$ cat src/rtl/cnn_frame_sequencer.sv
// Frame-level controller for the conv -> relu -> pool datapath: feeds pixels, drains the
// pipeline with zero beats, and buffers pooled results in a small first-word-fall-through FIFO.
module cnn_frame_sequencer #(
    parameter int unsigned IN_WIDTH   = 49,
    parameter int unsigned OUT_WIDTH  = 81,
    parameter int unsigned IMAGE_SIZE = 256,
    parameter int unsigned OUT_COUNT  = 16129,
    parameter int unsigned FIFO_DEPTH = 4,
    parameter int unsigned SKID       = 2
) (
    input  logic                 clk,
    input  logic                 rst_n,
    input  logic                 start,
    output logic                 busy,
    output logic                 frame_done,
    output logic                 overflow,
    input  logic                 in_valid,
    output logic                 in_ready,
    input  logic [IN_WIDTH-1:0]  in_data,
    output logic                 dp_clk_en,
    output logic [IN_WIDTH-1:0]  dp_in_data,
    input  logic                 dp_valid,
    input  logic [OUT_WIDTH-1:0] dp_out_data,
    output logic                 out_valid,
    input  logic                 out_ready,
    output logic [OUT_WIDTH-1:0] out_data
);

    localparam int unsigned PIX_TOTAL = IMAGE_SIZE * IMAGE_SIZE;
    localparam int unsigned PIX_W     = (PIX_TOTAL > 1) ? $clog2(PIX_TOTAL) : 1;
    localparam int unsigned RES_W     = (OUT_COUNT > 1) ? $clog2(OUT_COUNT) : 1;
    localparam int unsigned PTR_W     = $clog2(FIFO_DEPTH);
    localparam int unsigned CNT_W     = $clog2(FIFO_DEPTH + 1);

    typedef enum logic [1:0] {StIdle, StRun, StDrain, StDone} state_e;

    state_e                 r_state;
    state_e                 w_state_next;
    logic [PIX_W-1:0]       r_pix_cnt;
    logic [RES_W-1:0]       r_res_cnt;
    logic [PTR_W-1:0]       r_wr_ptr;
    logic [PTR_W-1:0]       r_rd_ptr;
    logic [CNT_W-1:0]       r_fifo_cnt;
    logic [OUT_WIDTH-1:0]   r_mem [FIFO_DEPTH];
    logic                   r_overflow;

    logic w_can_go;
    logic w_active;
    logic w_accept;
    logic w_pop;
    logic w_full;
    logic w_push;
    logic w_drop;
    logic w_last_pix;
    logic w_last_res;
    logic w_frame_start;

    // Keep SKID entries free so results already in flight always have a slot.
    assign w_can_go      = (CNT_W'(FIFO_DEPTH) - r_fifo_cnt) >= CNT_W'(SKID);
    assign w_active      = (r_state == StRun) || (r_state == StDrain);
    assign w_accept      = (r_state == StRun) && in_valid && w_can_go;
    assign w_pop         = (r_fifo_cnt != '0) && out_ready;
    assign w_full        = (r_fifo_cnt == CNT_W'(FIFO_DEPTH));
    assign w_push        = dp_valid && w_active && (!w_full || w_pop);
    assign w_drop        = dp_valid && !w_push;
    assign w_last_pix    = w_accept && (r_pix_cnt == PIX_W'(PIX_TOTAL - 1));
    assign w_last_res    = w_push && (r_res_cnt == RES_W'(OUT_COUNT - 1));
    assign w_frame_start = (r_state == StIdle) && start;

    always_ff @(posedge clk or negedge rst_n) begin
        if (!rst_n) begin
            r_state <= StIdle;
        end else begin
            r_state <= w_state_next;
        end
    end

    always_comb begin
        w_state_next = r_state;
        busy         = 1'b0;
        frame_done   = 1'b0;
        in_ready     = 1'b0;
        dp_clk_en    = 1'b0;
        dp_in_data   = '0;
        unique case (r_state)
            StIdle: begin
                if (start) w_state_next = StRun;
            end
            StRun: begin
                busy       = 1'b1;
                in_ready   = w_can_go;
                dp_clk_en  = w_accept;
                dp_in_data = in_data;
                if (w_last_res) begin
                    w_state_next = StDone;
                end else if (w_last_pix) begin
                    w_state_next = StDrain;
                end
            end
            StDrain: begin
                busy      = 1'b1;
                dp_clk_en = w_can_go;
                if (w_last_res) w_state_next = StDone;
            end
            StDone: begin
                frame_done   = 1'b1;
                w_state_next = StIdle;
            end
            default: w_state_next = StIdle;
        endcase
    end

    always_ff @(posedge clk or negedge rst_n) begin
        if (!rst_n) begin
            r_pix_cnt  <= '0;
            r_res_cnt  <= '0;
            r_overflow <= 1'b0;
        end else begin
            if (w_frame_start) begin
                r_pix_cnt <= '0;
                r_res_cnt <= '0;
            end else begin
                if (w_accept) r_pix_cnt <= r_pix_cnt + PIX_W'(1);
                if (w_push)   r_res_cnt <= r_res_cnt + RES_W'(1);
            end
            if (w_drop) r_overflow <= 1'b1;
        end
    end

    // Not flushed between frames: a previous frame's results may still be draining.
    always_ff @(posedge clk or negedge rst_n) begin
        if (!rst_n) begin
            r_wr_ptr   <= '0;
            r_rd_ptr   <= '0;
            r_fifo_cnt <= '0;
            for (int i = 0; i < int'(FIFO_DEPTH); i++) begin
                r_mem[i] <= '0;
            end
        end else begin
            if (w_push) begin
                r_mem[r_wr_ptr] <= dp_out_data;
                r_wr_ptr        <= r_wr_ptr + PTR_W'(1);
            end
            if (w_pop) r_rd_ptr <= r_rd_ptr + PTR_W'(1);
            if (w_push && !w_pop) begin
                r_fifo_cnt <= r_fifo_cnt + CNT_W'(1);
            end else if (!w_push && w_pop) begin
                r_fifo_cnt <= r_fifo_cnt - CNT_W'(1);
            end
        end
    end

    assign out_valid = (r_fifo_cnt != '0);
    assign out_data  = r_mem[r_rd_ptr];
    assign overflow  = r_overflow;

endmodule

$ cat config.mk
export PLATFORM = sky130hd
export DESIGN_NAME = cnn_frame_sequencer
export DESIGN_NICKNAME = d
export VERILOG_FILES = /design/src/rtl/cnn_frame_sequencer.sv
export SDC_FILE = /design/constraint.sdc
export NUM_CORES = 1
export LEC_CHECK = 0
export CAP_MARGIN = 20
export CELL_PAD_IN_SITES_DETAIL_PLACEMENT = 1
export CELL_PAD_IN_SITES_GLOBAL_PLACEMENT = 2
export CORE_AREA = 2 2 236 192
export DETAILED_ROUTE_END_ITERATION = 7
export DIE_AREA = 0 0 238 194
export HOLD_SLACK_MARGIN = 0.06
export PLACE_DENSITY_LB_ADDON = 0.2
export SLEW_MARGIN = 15
export SYNTH_ARGS = -nofsm -noshare
export SYNTH_HDL_FRONTEND = slang
export SYNTH_SLANG_ARGS = --single-unit
$ cat constraint.sdc
create_clock -name clk -period 3.2 [get_ports clk]
set_input_delay 0.64 -clock clk [delete_from_list [all_inputs] [get_ports clk]]
set_output_delay 0.64 -clock clk [all_outputs]
set_load 0.01 [all_outputs]
==> out/results.ini <==
[route]
vias_per_cell=5.050
top_layer_used=met4
ant_nets=0
dr_wl_met3_um=2045
wl_per_cell_um=20.54
wl_met2_um=19000
routed_wl_um=40010
m1WireLength_um=18360
dr.pass1.iters=4
drcViolationCount=0
drt-initial-drc-count=309
vias=9837

[worst_setup_path]
crit_type=reg -> out
cpPeakStageDelay_ns=0.56
r2r_cells=8
cp-end-kind=primary output
rrSetupSlack_ns=0.65
cpMaxStageDelayCell=clkdlybuf4s50_1
crit_path_max_fanout=29
cp.arrival_ns=2.46
path_cells=buf_12 -> mux4_2 -> clkdlybuf4s50_1
critPathLaunchType=register
reg2reg_from=r_state[0]
cp.required_ns=2.56
r2r-end=r_mem[178]

[synth]
yosysWarnings=0
synth_top_area_share_pct=55.20
synth_top_area_cell=dfrtp_1
synth_area_leaders=dfrtp_1 (55%), mux2_1 (22%), mux4_2 (11%)
synth_edf_count=0
synth_seq_cells=364
syn_area_per_cell_sq_um=15.48
postSynthCellCount=1066
synth_ff_type=dfrtp_1
ys_seq_area_share_pct=55.20
synth_async_sr_flop_share_pct=100.0
post_synth_num_cell_types=41
synthesis.nets=1220
synth_area_sq_um=16500

[power_and_ir_drop]
p_sw_mw=6.767
ir_worst_vdd_v=0.0005308
p_total_mw=21.84
power.leakage_nw=8.808
p_per_area_nw_per_um2=1023
combPwrFrac_pct=42.4
power_frac_clock_pct=20.9
p_sw_share_pct=30.98
seq_power_share_pct=36.8
p_int_mw=15.08

[global_routing]
overflow=0
grt_pass1_vias=11250
grt_max_degree=77
antenna_found_initial=1
grt_first_pass_wirelength_um=64790
track_usage_pct=17.69

[placed_design]
dp_hpwl_um=25940
post-place-ws_ns=0.1220
place.gp.congestion=0.7261
dpl_cell_area_sq_um=20010
portBuffers=271

[sta]
worst_slack_ns=0.09515
finalSetupViolCount=0
max_freq_mhz=322.1
hold_viol=0
rsz0062_at_grt=no
slew_viol_final=0
tightest_slew_ns=0.6590
finClkSkew_ns=0.01010
fin_crit_ns=3.105
finalCritPeriodShare_pct=97.03
tns_ns=0
slew_headroom_pct=56.07

[final_layout]
multi_input_area_sq_um=6959
layout_commonest_cell=dfrtp_1
seq_area_sq_um=9116
mostFrequentLayoutCells=dfrtp_1 (362), mux2_1 (320), clkdlybuf4s50_1 (268)
finalNetCount=1502
drive_above_1_share_pct=14.43
fill_cells=4312
stdcell_area_sq_um=21360
synthToLayoutAreaGrowth_pct=29.42

[die]
io_pins=272
coreArea_sq_um=43860
die_y_um=194
dieArea_sq_um=46170
initial_utilization_pct=37.63
die_x_um=238
rows=69

[clocking]
insertion_delay_ns=0.54
numCtsBuffers=40
cts-root-buf=clkbuf_16
cts_buffer_depth=3
clk_pin_slew_ns=0.06
htree_levels=2
cts_tree=built
clkSinkCount=364

[run_status]
status=finished clean

[job]
cap_violations=0

[min_path]
hold_path_class=in -> async

## logic make-up (layout without fill, tap and decap cells)
kind of cell	count (synthesis)	in the layout	synth area share (%)
DFF	364	364	55.20
and+or+nand+nor	142	142	4.800
xor gates and xnor gates	28	28	1.486
AOI/OAI and AO/OA	24	24	0.9402
muxes	409	409	33.43
adders and majority gates	18	18	1.410
buffers and inverters	81	394	2.737
other	0	1	0
## sequential cells by signal (all words and copies together), names as in the netlist
name and flops:
overflow 1, r_wr_ptr 2, r_fifo_cnt 3, r_state 2
r_pix_cnt 16, r_mem 324, r_res_cnt 14, r_rd_ptr 2
## worst max-delay path: cells and delay by family, from the launching register on
kind / cells / cell delay (ns)
buffers and inverters: 2 / 0.84
flip-flops: 1 / 0.51
multiplexers: 1 / 0.55
## area by class of cell
| class | instances | share of cell area (%) |
|---|---|---|
| sequential | 364 | 42.69 |
| antenna | 1 | 0.01172 |
| multi-input combinational | 621 | 32.59 |
| tap | 568 | 3.328 |
| clock inverter | 13 | 0.6562 |
| clock buffer | 60 | 5.413 |
| inverter | 15 | 0.2636 |
| timing repair buffer | 306 | 15.06 |
## stage by stage
stage               hold slack [ns]  util [%]  std cells
detailed placement           0.4689     45.62       1871
global placement             0.4615     45.62       1871
global route                 0.1044     48.70       1948
CTS                          0.1023     48.61       1946
finish                      0.07599     48.70       1948
floorplan                    0.3444         -       1066
## power groups by stage
stage          clock, mW  combinational, mW  sequential (mW)
2_1_floorplan          0               5.65             7.58
3_3_place_gp           0               9.18             7.96
3_5_place_dp           0               9.36             8.09
4_1_cts             4.75               9.43             8.02
5_1_grt             4.93               10.0             8.35
6_report            4.56               9.25             8.03
## Yosys cell counts (2+ instances only)
master    instances
dfrtp_1         364
mux2_1          320
mux4_2           81
and2_1           55
buf_4            32
nor2_1           27
ha_1             17
buf_2            16
clkbuf_1         15
inv_1            15
xor2_1           15
xnor2_1          13
nand2_1          11
nand3_1          11
a21oi_1           8
nand4_1           8
nor3_1            8
o21ai_0           8
and3_1            7
mux2_2            7
or3_1             6
a2111o_1          2
buf_1             2
## how the worst max path moves through the flow
stage,from,endpoint,slack (ns)
after CTS,r_fifo_cnt[0],dp_clk_en,-0.08
after global routing,r_rd_ptr[0],out_data[20],0.01
after detailed placement,r_fifo_cnt[0],dp_clk_en,0.12
final,r_rd_ptr[0],out_data[19],0.1
after global placement,r_fifo_cnt[0],dp_clk_en,0.18
after floorplan,r_fifo_cnt[0],r_fifo_cnt[2],0.65
## timing repair
| action | in CTS | in global routing |
|---|---|---|
| gates cloned | 0 | 1 |
| hold buffers | 0 | 0 |
| setup buffers | 2 | 0 |
| setup endpoints to repair | 2 | 15 |
| pin swaps | 0 | 0 |
| resized for setup | 4 | 6 |
## metal layers
metal | track usage [%] | up-vias
met5 | 0 | -
met4 | 3.519 | 0
met3 | 4.385 | 44
met2 | 28.80 | 170
met1 | 24.19 | 5177
li1 | - | 4446
No activity file was read; power rests on OpenSTA's default activity.
==> variant 1, RTL diff (same settings) <==
Register the output `overflow` once more, cleared by the reset; this adds one clock of latency there. The other outputs are not delayed to match.
--- a/src/rtl/cnn_frame_sequencer.sv
+++ b/src/rtl/cnn_frame_sequencer.sv
@@ -154,3 +154,9 @@
     assign out_data  = r_mem[r_rd_ptr];
-    assign overflow  = r_overflow;
+    always_ff @(posedge clk or negedge rst_n) begin
+        if (!rst_n) begin
+            overflow <= '0;
+        end else begin
+            overflow <= r_overflow;
+        end
+    end
 
Function: changed (a bounded check fails within 4 cycles, from zero or initial values and one cycle with rst_n low).
==> variant 1 against the unedited design <==
Setup slack worse by 0.022 ns. Final cell count unchanged. Design area up 0.34%. Total power is essentially flat. Sequential cell count grew 1. Sequential share of layout area barely moved. Area after synthesis increased by 0.15%. Combinational power is 0.5% higher. Wire length is 1.3% higher. Largest power group unchanged.
==> variant 1: results (changes against the unedited design) <==
metric;value;unit;change
period_needed;3.127;ns;was 3.105 ns
drive_gt1_share;14.51;%;was 14.43%
yosys.area.top_type_share;55.27;%;was 55.20%
pre_cts_slack;0.1427;ns;was 0.1220 ns
run_status;finished clean;;unchanged
yosysSeqAreaShare;55.27;%;was 55.20%
wl_per_cell;20.81;um;was 20.54 um
synth.net_count;1221;;was 1,220
slew_headroom;55.41;%;was 56.07%
cp.arrival;2.49;ns;was 2.46 ns
synthAdderAreaFrac;1.408;%;was 1.410%
r2r_slack;0.54;ns;was 0.65 ns
synth-compound-area-share;0.9388;%;was 0.9402%
gp_congestion;0.7197;;was 0.7261
grt_max_degree;78;;was 77
fin_area;0.02143;sq mm;was 0.02136 sq mm
synth_area_leaders;dfrtp_1 (55%), mux2_1 (22%), mux4_2 (11%), and2_1 (2.1%), buf_4 (1.5%);;unchanged
leakage;0.008901;uW;was 0.008808 uW
buf_share;15.17;%;was 15.06%
fillCellCount;4297;;was 4,312
clock_area_share;6.096;%;was 6.069%
fin_skew;0.01572;ns;was 0.01010 ns
power;21850;uW;was 21,840 uW
nonClockBufferCount;304;;was 306
path_max_fanout;36;;was 29
synth_commonest_cells;dfrtp_1 (365), mux2_1 (320), mux4_2 (81);;was dfrtp_1 (364), mux2_1 (320), mux4_2 (81)
postPlaceCellArea;0.02004;sq mm;was 0.02001 sq mm
drtIter0Drc;334;;was 309
## variant 1: kinds of logic (layout without fill, tap and decap cells)
kind of cell               after synthesis  after routing
other                                    0              2
xor gates and xnor gates                28             28
buffers and inverters                   81            392
muxes                                  409            409
AOI/OAI and AO/OA                       24             24
DFF                                    365            365
and+or+nand+nor                        142            142
adders and majority gates               18             18
## variant 1: path summary, 6_finish.rpt
kind,depth (start not counted),from,end
max,3,r_rd_ptr[0],out_data[15]
min,1,rst_n,r_mem[246]
max reg2reg,10,r_state[0],r_fifo_cnt[2]
min reg2reg,0,r_overflow,overflow
max in group asynchronous,2,rst_n,r_mem[242]
min in group clk,0,r_overflow,overflow
## variant 1: timing repair
| item | 4_1_cts | 5_1_grt |
|---|---|---|
| buffers inserted | 2 | 0 |
| pin swaps | 0 | 0 |
| gates cloned | 0 | 1 |
| endpoints found under the hold margin | 0 | 0 |
| gates resized for setup | 5 | 13 |
| setup endpoints to repair | 5 | 33 |
==> variant 2, RTL diff (same flow settings) <==
Made on the original files. Set the parameter `OUT_WIDTH` to 89 (it was 81).
--- a/src/rtl/cnn_frame_sequencer.sv
+++ b/src/rtl/cnn_frame_sequencer.sv
@@ -4,3 +4,3 @@
     parameter int unsigned IN_WIDTH   = 49,
-    parameter int unsigned OUT_WIDTH  = 81,
+    parameter int unsigned OUT_WIDTH  = 89,
     parameter int unsigned IMAGE_SIZE = 256,
Ports: changed (resized dp_out_data and out_data); port bits go from 272 to 288. No check against the original RTL was run, so the function may have changed too.
==> variant 2 against the unedited design <==
Critical path type unchanged. Total power rose by 13%. Setup slack lost 0.011 ns. Area after synthesis is 8.9% higher. Design area is 8.3% higher. Synthesized cell count rose by 7.4%. Maximum frequency fell by 0.36%. Critical endpoint is now out_data[38]. Wire length up 7.5%. Sequential cell count up 32.
==> variant 2: results (changes against the unedited design) <==
metric;value;unit;change
run_status;finished clean;;unchanged
grt_first_pass_wirelength;69340;um;was 64,790 um
postCtsResizedCells;6;;was 4
r2r_slack;0.53;ns;was 0.65 ns
synth.net_count;1307;;was 1,220
viasPerCell;5.229;;was 5.050
worstSetupEndpoint;out_data[38];;was out_data[19]
grt_pass1_vias;12000;;was 11,250
fmax;320.9;MHz;was 322.1 MHz
gp_congestion;0.7307;;was 0.7261
reg_top3;r_mem (356), r_pix_cnt (16), r_res_cnt (14);;was r_mem (324), r_pix_cnt (16), r_res_cnt (14)
nets;1604;;was 1,502
yosysSeqAreaShare;55.15;%;was 55.20%
grt_use_met3;3.588;%;was 4.385%
diodes;0;;was 1
slew_headroom;58.52;%;was 56.07%
grt_max_degree;70;;was 77
seq-power;8810;uW;was 8030 uW
place_inst;1958;;was 1,871
fin_hold_ws;0.06337;ns;was 0.07599 ns
gr-usage-met2;31.07;%;was 28.80%
synth_area_leaders;dfrtp_1 (55%), mux2_2 (22%), mux4_2 (11%), and2_1 (1.9%), buf_4 (1.2%);;was dfrtp_1 (55%), mux2_1 (22%), mux4_2 (11%), and2_1 (2.1%), buf_4 (1.5%)
path_max_fanout;26;;was 29
fin_skew;0.02366;ns;was 0.01010 ns
grtUsageMet1;26.51;%;was 24.19%
track_usage;18.93;%;was 17.69%
wl_met2;21080;um;was 19,000 um
r2r-end;r_mem[249];;was r_mem[178]
numCtsBuffers;44;;was 40
cp_slowest_cell;dfrtp_4;;was clkdlybuf4s50_1
pre_cts_slack;0.2101;ns;was 0.1220 ns
wl_met1;19650;um;was 18,360 um
syn_inst;1145;;was 1,066
met3WireLength;1685;um;was 2045 um
netlist-cell-type-count;39;;was 41
largest_register_ffs;356;;was 324
port_buffers;287;;was 271
reg2reg_depth;7;;was 8
==> variant 2: cell types whose count changed after synthesis, moves of 5 or more <==
| cell | before | now |
|---|---|---|
| mux2_2 | 7 | 347 |
| mux2_1 | 320 | 2 |
| dfrtp_1 | 364 | 396 |
| buf_6 | 1 | 11 |
| mux2_4 | 0 | 10 |
| mux4_2 | 81 | 89 |
| buf_2 | 16 | 11 |
| nand2_1 | 11 | 16 |
==> variant 2: logic make-up after synthesis <==
group	Yosys count	share of synthesized area, %
flops	396	55.15
simple gates	144	4.387
compound gates	24	0.8913
mux	449	33.92
fa+ha+maj	18	1.295
xor+xnor	28	1.365
buf+inv	86	3.001
==> variant 2: final cells by class <==
cell class | instances | area, sq um
Multi-Input combinational cell | 663 | 7551
Sequential cell | 396 | 9917
Inverter | 15 | 56.30
Clock buffer | 63 | 1275
Fill cell | 4183 | 20720
Tap cell | 568 | 710.7
Clock inverter | 14 | 160.2
Timing Repair Buffer | 322 | 3462
